## src/rtl/fifo_request_scheduler.sv

```systemverilog
`default_nettype none
// ============================================================================
//  Module   : fifo_request_scheduler
//  Brief    : Turns write/readout requests into one-at-a-time we/rd
//             transactions for the master FIFO FSM, with timeout abort.
//  Revision : 1.0
// ============================================================================
module fifo_request_scheduler #(
   parameter int PEND_W  = 4,
   parameter int TIMEOUT = 1024,
   parameter int TO_W    = 11
) (
   input  logic              clk,
   input  logic              rst,
   input  logic              wr_req,
   input  logic              rd_req,
   input  logic              tx_ready,
   input  logic              read_end,
   input  logic              err_clr,
   output logic              we,
   output logic              rd,
   output logic              abort,
   output logic              busy,
   output logic [PEND_W-1:0] wr_pending,
   output logic              overflow,
   output logic              timeout_err
);

   typedef enum logic [2:0] {
      S_IDLE    = 3'd0,
      S_WR_REQ  = 3'd1,
      S_WR_WAIT = 3'd2,
      S_RD_REQ  = 3'd3,
      S_RD_WAIT = 3'd4
   } state_t;

   localparam logic [PEND_W-1:0] PEND_MAX = {PEND_W{1'b1}};
   localparam logic [TO_W-1:0]   TO_LAST  = TO_W'(TIMEOUT - 1);

   state_t            state_q, state_d;
   logic              we_q, we_d, rd_q, rd_d, abort_q, abort_d, busy_q, busy_d;
   logic [PEND_W-1:0] wr_pending_q, wr_pending_d;
   logic              overflow_q, overflow_d, timeout_err_q, timeout_err_d;
   logic              rd_pend_q, rd_pend_d;
   logic              last_rd_q, last_rd_d;
   logic [1:0]        hs_cnt_q, hs_cnt_d;
   logic [TO_W-1:0]   to_cnt_q, to_cnt_d;

   logic              w_wr_done, w_to_hit, w_ovf_hit;

   always_comb begin
      state_d   = state_q;
      we_d      = we_q;
      rd_d      = rd_q;
      abort_d   = 1'b0;
      last_rd_d = last_rd_q;
      hs_cnt_d  = hs_cnt_q;
      to_cnt_d  = to_cnt_q;
      rd_pend_d = rd_pend_q;
      w_wr_done = 1'b0;
      w_to_hit  = 1'b0;

      if (state_q == S_IDLE) begin
         to_cnt_d = '0;
         // Both pending: alternate, reads win when the last grant was a write.
         if (rd_pend_q && (wr_pending_q == '0 || !last_rd_q)) begin
            state_d   = S_RD_REQ;
            rd_d      = 1'b1;
            last_rd_d = 1'b1;
            rd_pend_d = 1'b0;
         end else if (wr_pending_q != '0) begin
            state_d   = S_WR_REQ;
            we_d      = 1'b1;
            last_rd_d = 1'b0;
            hs_cnt_d  = '0;
         end
      end else if (to_cnt_q == TO_LAST) begin
         w_to_hit = 1'b1;
         state_d  = S_IDLE;
         we_d     = 1'b0;
         rd_d     = 1'b0;
         abort_d  = 1'b1;
         hs_cnt_d = '0;
         to_cnt_d = '0;
      end else begin
         to_cnt_d = (tx_ready || read_end) ? '0 : to_cnt_q + 1'b1;
         case (state_q)
            S_WR_REQ: if (tx_ready) begin
               we_d     = 1'b0;
               hs_cnt_d = 2'd1;
               state_d  = S_WR_WAIT;
            end
            S_WR_WAIT: if (tx_ready) begin
               if (hs_cnt_q == 2'd2) begin
                  w_wr_done = 1'b1;
                  hs_cnt_d  = '0;
                  state_d   = S_IDLE;
               end else begin
                  hs_cnt_d = hs_cnt_q + 2'd1;
               end
            end
            S_RD_REQ: if (tx_ready) begin
               rd_d    = 1'b0;
               state_d = S_RD_WAIT;
            end
            S_RD_WAIT: if (read_end) state_d = S_IDLE;
            default: state_d = S_IDLE;
         endcase
      end

      // A fresh request in the grant cycle stays queued rather than being lost.
      if (rd_req) rd_pend_d = 1'b1;

      w_ovf_hit    = 1'b0;
      wr_pending_d = wr_pending_q;
      if (wr_req && !w_wr_done) begin
         if (wr_pending_q == PEND_MAX) w_ovf_hit = 1'b1;
         else                          wr_pending_d = wr_pending_q + 1'b1;
      end else if (!wr_req && w_wr_done) begin
         wr_pending_d = wr_pending_q - 1'b1;
      end

      overflow_d    = w_ovf_hit ? 1'b1 : (err_clr ? 1'b0 : overflow_q);
      timeout_err_d = w_to_hit  ? 1'b1 : (err_clr ? 1'b0 : timeout_err_q);
      busy_d        = (state_d != S_IDLE);
   end

   always_ff @(posedge clk or negedge rst) begin
      if (!rst) begin
         state_q       <= S_IDLE;
         we_q          <= 1'b0;
         rd_q          <= 1'b0;
         abort_q       <= 1'b0;
         busy_q        <= 1'b0;
         wr_pending_q  <= '0;
         overflow_q    <= 1'b0;
         timeout_err_q <= 1'b0;
         rd_pend_q     <= 1'b0;
         last_rd_q     <= 1'b0;
         hs_cnt_q      <= '0;
         to_cnt_q      <= '0;
      end else begin
         state_q       <= state_d;
         we_q          <= we_d;
         rd_q          <= rd_d;
         abort_q       <= abort_d;
         busy_q        <= busy_d;
         wr_pending_q  <= wr_pending_d;
         overflow_q    <= overflow_d;
         timeout_err_q <= timeout_err_d;
         rd_pend_q     <= rd_pend_d;
         last_rd_q     <= last_rd_d;
         hs_cnt_q      <= hs_cnt_d;
         to_cnt_q      <= to_cnt_d;
      end
   end

   assign we          = we_q;
   assign rd          = rd_q;
   assign abort       = abort_q;
   assign busy        = busy_q;
   assign wr_pending  = wr_pending_q;
   assign overflow    = overflow_q;
   assign timeout_err = timeout_err_q;

endmodule
`default_nettype wire

```

## config.mk

```make
export PLATFORM = sky130hd
export DESIGN_NAME = fifo_request_scheduler
export DESIGN_NICKNAME = d
export VERILOG_FILES = /design/src/rtl/fifo_request_scheduler.sv
export SDC_FILE = /design/constraint.sdc
export NUM_CORES = 1
export LEC_CHECK = 0
export ABC_AREA = 1
export BUFFER_PORTS_ARGS = -buffer_cell sky130_fd_sc_hd__buf_2
export CORE_MARGIN = 2
export CORE_UTILIZATION = 55
export CTS_CLUSTER_SIZE = 16
export DETAILED_ROUTE_END_ITERATION = 10
export PLACE_DENSITY = 0.76
export SYNTH_ARGS = -nofsm -noshare
export SYNTH_HDL_FRONTEND = slang
export SYNTH_SLANG_ARGS = --single-unit
```

## constraint.sdc

```tcl
create_clock -name clk -period 3.1 [get_ports clk]
set_clock_uncertainty 0.05 [all_clocks]
set_input_delay 0.465 -clock clk [delete_from_list [all_inputs] [get_ports clk]]
set_output_delay 0.465 -clock clk [all_outputs]
set_load 0.005 [all_outputs]
```

After elaboration in Yosys (flattened, before gate mapping)
Index checks and enable logic that the tools add are counted.
Widths: inputs -> output; s select.
{"block": "totals", "ff_bits": 28, "input_bits": 7, "wordCells": 108, "output_inout_bits": 10}
{"block": "classes", "n_reduce_logical": 28, "n_mux": 51, "eq_ne": 13, "addsub": 4}
{"operator": "$mux 11", "count": 3}
{"operator": "$mux 1", "count": 27}
{"operator": "$mux 3", "count": 9}
{"operator": "$mux 2", "count": 7}
{"operator": "$mux 4", "count": 3}
{"operator": "$pmux 3 s4", "count": 1}
{"operator": "$reduce_bool 2->1", "count": 6}
{"operator": "$reduce_bool 3->1", "count": 4}
{"operator": "$add 11x1->11 const B", "count": 1}
{"operator": "$eq 11x10->1 const B", "count": 1}
{"operator": "$ne 4x4->1 const B", "count": 2}
{"operator": "$reduce_bool 4->1", "count": 2}
{"operator": "$eq 3x2->1 const B", "count": 2}
{"operator": "$reduce_and 2->1", "count": 3}
{"operator": "$reduce_and 5->1", "count": 1}
{"operator": "$add 4x1->4 const B", "count": 1}
{"operator": "$eq 4x4->1 const B", "count": 1}
{"operator": "$logic_not 4->1", "count": 1}
{"operator": "$ne 2x1->1 const B", "count": 2}
{"operator": "$ne 2x2->1 const B", "count": 2}
{"operator": "$pmux 2 s2", "count": 1}
{"operator": "$reduce_and 4->1", "count": 1}
{"operator": "$sub 4x1->4 const B", "count": 1}
{"operator": "$eq 3x1->1 const B", "count": 1}
{"operator": "8 further kinds", "count": 13}

Depth between registers and ports, before layout
{"block": "depth", "ltp_word": 10, "depth_mapped": 15, "mapped_depth_nobuf": 15}

Worst setup path after synthesis
OpenSTA, ideal clock, no wires.
{"block": "synth_path", "path_type": "reg2reg", "start": "register to_cnt_q[0]", "end": "register wr_pending_q[3], in the netlist wr_pending[3]", "slack_ps": 1096, "required_time_ps": 2933, "setup_time_ps": 117, "path_stages_with_launch": 16, "arrival_ps": 1837, "period_less_slack_ps": 2004, "n_path_buf": 0, "cell_sequence": "dfrtp_1 -> ha_1 -> nand2_1 -> nor2_4 -> nand3_4 -> nand2_4 -> nand2_2 -> ha_1 -> nand2_1 -> nand2_1 -> nor2_1 -> inv_1 -> nand2_1 -> nand3_1 -> nand2_1 -> nand2_1"}
{"block": "synth_between", "elab_chain_len": 7, "word_cells_on_any_way": 10, "cone_classes": "2 x eq/ne; 3 x mux; 5 x reduce/logical"}
{"element": "from (decl)", "line": "47", "rtl": "logic [TO_W-1:0] to_cnt_q, to_cnt_d;"}
{"element": "from (signal assigned)", "line": "154", "rtl": "to_cnt_q <= to_cnt_d;"}
{"element": "$eq 11x10->1 *", "line": "77", "rtl": "end else if (to_cnt_q == TO_LAST) begin"}
{"element": "$mux 1 *", "line": "77"}
{"element": "$mux 1 *", "line": "63", "rtl": "if (state_q == S_IDLE) begin"}
{"element": "$logic_not 1->1", "line": "116", "rtl": "if (wr_req && !w_wr_done) begin"}
{"element": "$logic_and 1x1->1", "line": "116"}
{"element": "$ne 2x2->1 (no source line) / $reduce_bool 2->1 (equally long branches)"}
{"element": "$reduce_and 2->1 (no source line)"}
{"element": "to (signal assigned)", "line": "148", "rtl": "wr_pending_q <= wr_pending_d;"}
{"element": "to (decl)", "line": "42", "rtl": "logic [PEND_W-1:0] wr_pending_q, wr_pending_d;"}
Every way passes the cells marked *; elsewhere a longest branch is shown, timed or not.
A chain may end at the register's enable or synchronous reset.

Final worst setup path
Same ends and word-level chain as after synthesis.

==> reports/results.tsv <==
stage	metric	value	unit
run_status	outcome	complete, no violations	
placement	GPL Wtd Cong	0.797	
logic_synthesis	Synth Net Count	179	
clocking	post-CTS sizing	0	
routing	top sig layer	met4	
clocking	Root Buffer	clkbuf_4	
routing	TritonRoute pass-1 iters	7	
floorplan	Die Span Y	55.5	um
final_layout	share of cells above drive strength 1	19.3	%
final_layout	Area Growth Syn to Fin	10.9	%
setup_path	Critical Path RT	3.29	ns
sta	Final Hold Vio Count	0	
sta	Slew headroom	59.9	%
sta	min Tclk post-route	2.26	ns
clocking	postcts setup bufs	0	
clocking	number of H-tree levels	1	
global_route	global route total overflow	0	
logic_synthesis	synthesized cell area	1460	um2
clocking	CTS tree	yes	
floorplan	Die ar.	3080	um2
routing	wl on met1	1150	um
logic_synthesis	Netlist cell types	28	
routing	vias	1183	
logic_synthesis	synthesized area per cell	8.68	um2
sta	setup TNS	0	ns
power_and_ir_drop	PD cells	813	nW/um2
routing	Met3 Wirelength	74	um
floorplan	IO Pins	17	
global_route	GRT Util Overall	18.9	%
final_layout	post-layout util	64.7	%
routing	average wire per standard cell	12.4	um
placement	I/O Buffers	16	
sta	# setup viols final	0	
setup_path	Crit. End Element	flop	
setup_path	Worst path max stage delay	0.41	ns
routing	DRC violation count after routing	0	
setup_path	Setup Crit Path Kind	flop to flop	
placement	HPWL after detailed placement	2070	um
routing	Vias/cell	5.45	
final_layout	most common cell after layout, fill and taps aside	nand2_1	
setup_path	crit-path cells	ha_1 -> nand2_1 -> nor2_4 -> nand3_4 -> nand2_4 -> nand2_2 -> ha_1 -> nand2_1 -> nand2_1 -> nor2_1 -> inv_1 -> nand2_1 -> nand3_1 -> nand2_1 -> nand2_1	
clocking	clock buffer depth	2	
logic_synthesis	Yosys Warn Count	0	
clocking	cts bufs inserted	3	
global_route	first-pass GRT wire length	4700	um
clocking	hold buffers post-CTS	0	
final_layout	Antenna Cells	0	
floorplan	Rows	18	
routing	First DRT Iteration DRCs	26	
sta	Final Cycle Share	73.0	%
sta	RSZ-0062 raised after global routing	false	
sta	Final Max Tran Viols	0	
clocking	clk sink count	28	
power_and_ir_drop	Max IR drop VDD	563	uV
routing	antenna-violating nets left	0	
floorplan	initial core utilization	58.3	%
final_layout	Layout Nets	199	
clocking	clk_lat worst skew	0.33	ns
setup_path	Worst EP arrival	2.46	ns
logic_synthesis	#FFs+latches synth	28	
sta	worst slew pin tran	0.602	ns
hold_path	HP Class	input pin to async pin	
logic_synthesis	Cells after Synth	168	
clocking	CTS clock-pin slew for the worst setup and hold paths	0.15	ns
setup_path	Startpoint Class	flop	
sta	Max Freq	442	MHz
setup_path	CP max stage cell	dfrtp_1	
setup_path	Critical Path Most Common Cell	nand2_1	
global_route	pin count of the biggest net entering global routing	29	
routing	final wirelength	2700	um
global_route	vias in the first global route	1123	
floorplan	Core ar.	2500	um2
global_route	initial antenna violation count	0	
logic_synthesis	Seq/Total Area, Yosys	48.1	%
setup_path	CP Max Fanout	8	
power_and_ir_drop	leakage	0.000810	uW
job	Max Cap Viol	0	
final_layout	most frequent cells in the layout	36 x nand2_1, 28 x dfrtp_1, 23 x nor2_1, 19 x inv_1, 16 x buf_2	
floorplan	Die X	55.5	um
routing	Met2 Wirelength	1410	um
## flip-flops by register name (all words and copies together) (netlist names)
name / flops
state_q: 3
hs_cnt_q: 2
overflow: 1
abort: 1
last_rd_q: 1
rd_pend_q: 1
we: 1
rd: 1
wr_pending: 4
to_cnt_q: 11
busy: 1
timeout_err: 1
## critical path, delay by kind of cell (launching register included)
family / cells / cell delay, ns
adders and majority gates: 2 / 0.50
buffers and inverters: 1 / 0.06
DFF: 1 / 0.41
and+or+nand+nor: 12 / 1.15
## metrics by stage
step	setup slack, ns	hold slack, ns	power, uW	instances	instance area (um2)
6_report	0.837	0.0656	1310	217	1620
5_1_grt	0.589	0.120	1430	217	1620
4_1_cts	0.816	0.0856	1320	217	1620
3_5_place_dp	0.835	0.412	1080	213	1560
3_3_place_gp	0.982	0.396	1050	213	1560
2_1_floorplan	1.10	0.119	927	168	1460
## routing by layer
| metal | vias up | GRT usage, % |
|---|---|---|
| met3 | 8 | 2.34 |
| met2 | 22 | 33.2 |
| met4 | 0 | 6.97 |
| met5 | - | 0 |
| met1 | 573 | 23.8 |
| li1 | 580 | - |
## final cells by class
| class | instances | area (um2) |
|---|---|---|
| multi-input combinational | 118 | 667 |
| clock inverter | 1 | 30.0 |
| clock buffer | 3 | 22.5 |
| fill | 193 | 883 |
| sequential | 28 | 701 |
| timing repair buffer | 16 | 80.1 |
| tap | 30 | 37.5 |
| inverter | 21 | 78.8 |
## cells in the mapped netlist
| library cell | instances | share of area, % |
|---|---|---|
| o211ai_2 | 1 | 0.86 |
| o211ai_1 | 1 | 0.52 |
| nor3b_2 | 1 | 0.86 |
| buf_6 | 1 | 0.77 |
| nand2_1 | 36 | 9.3 |
| nand3_1 | 9 | 3.1 |
| a21oi_1 | 3 | 1.0 |
| dfrtp_1 | 28 | 48 |
| nand3_4 | 1 | 1.2 |
| nand3_2 | 2 | 1.4 |
| o22ai_1 | 3 | 1.3 |
| inv_2 | 2 | 0.52 |
| nor2_4 | 2 | 1.5 |
| nor2_1 | 23 | 5.9 |
| nand4_1 | 6 | 2.6 |
| nor3_1 | 2 | 0.69 |
| a211oi_1 | 1 | 0.52 |
| o21ai_0 | 7 | 2.4 |
| xor2_1 | 5 | 3.0 |
| xnor2_1 | 1 | 0.60 |
| nand2_4 | 2 | 1.5 |
| a21o_1 | 1 | 0.52 |
| nand2_2 | 5 | 2.1 |
| ha_1 | 3 | 2.6 |
| o21ai_1 | 1 | 0.34 |
| fa_1 | 1 | 1.4 |
| nand3b_1 | 1 | 0.52 |
| inv_1 | 19 | 4.9 |
## kinds of logic after synthesis
group,Yosys count,share of synthesized area [%]
AOI/OAI and AO/OA,18,7.47
DFF,28,48.1
adders and majority gates,4,3.95
buffers and inverters,22,6.18
and+or+nand+nor,90,30.7
xor gates and xnor gates,6,3.61
## where the power goes
group | switching, uW | internal [uW]
clock | 108 | 131
combinational | 333 | 198
sequential | 86.6 | 458
## worst paths after layout
path	startpoint	endpoint	slack, ns	depth (start not counted)
max in group asynchronous	rst	last_rd_q	2.54	1
min	rst	to_cnt_q[3]	0.07	1
max reg2reg	to_cnt_q[0]	wr_pending[3]	0.84	15
min reg2reg	to_cnt_q[0]	to_cnt_q[0]	0.43	1
max	to_cnt_q[0]	wr_pending[3]	0.84	15
min in group clk	rd_req	rd_pend_q	0.25	2
No activity file was read; power rests on OpenSTA's default activity.
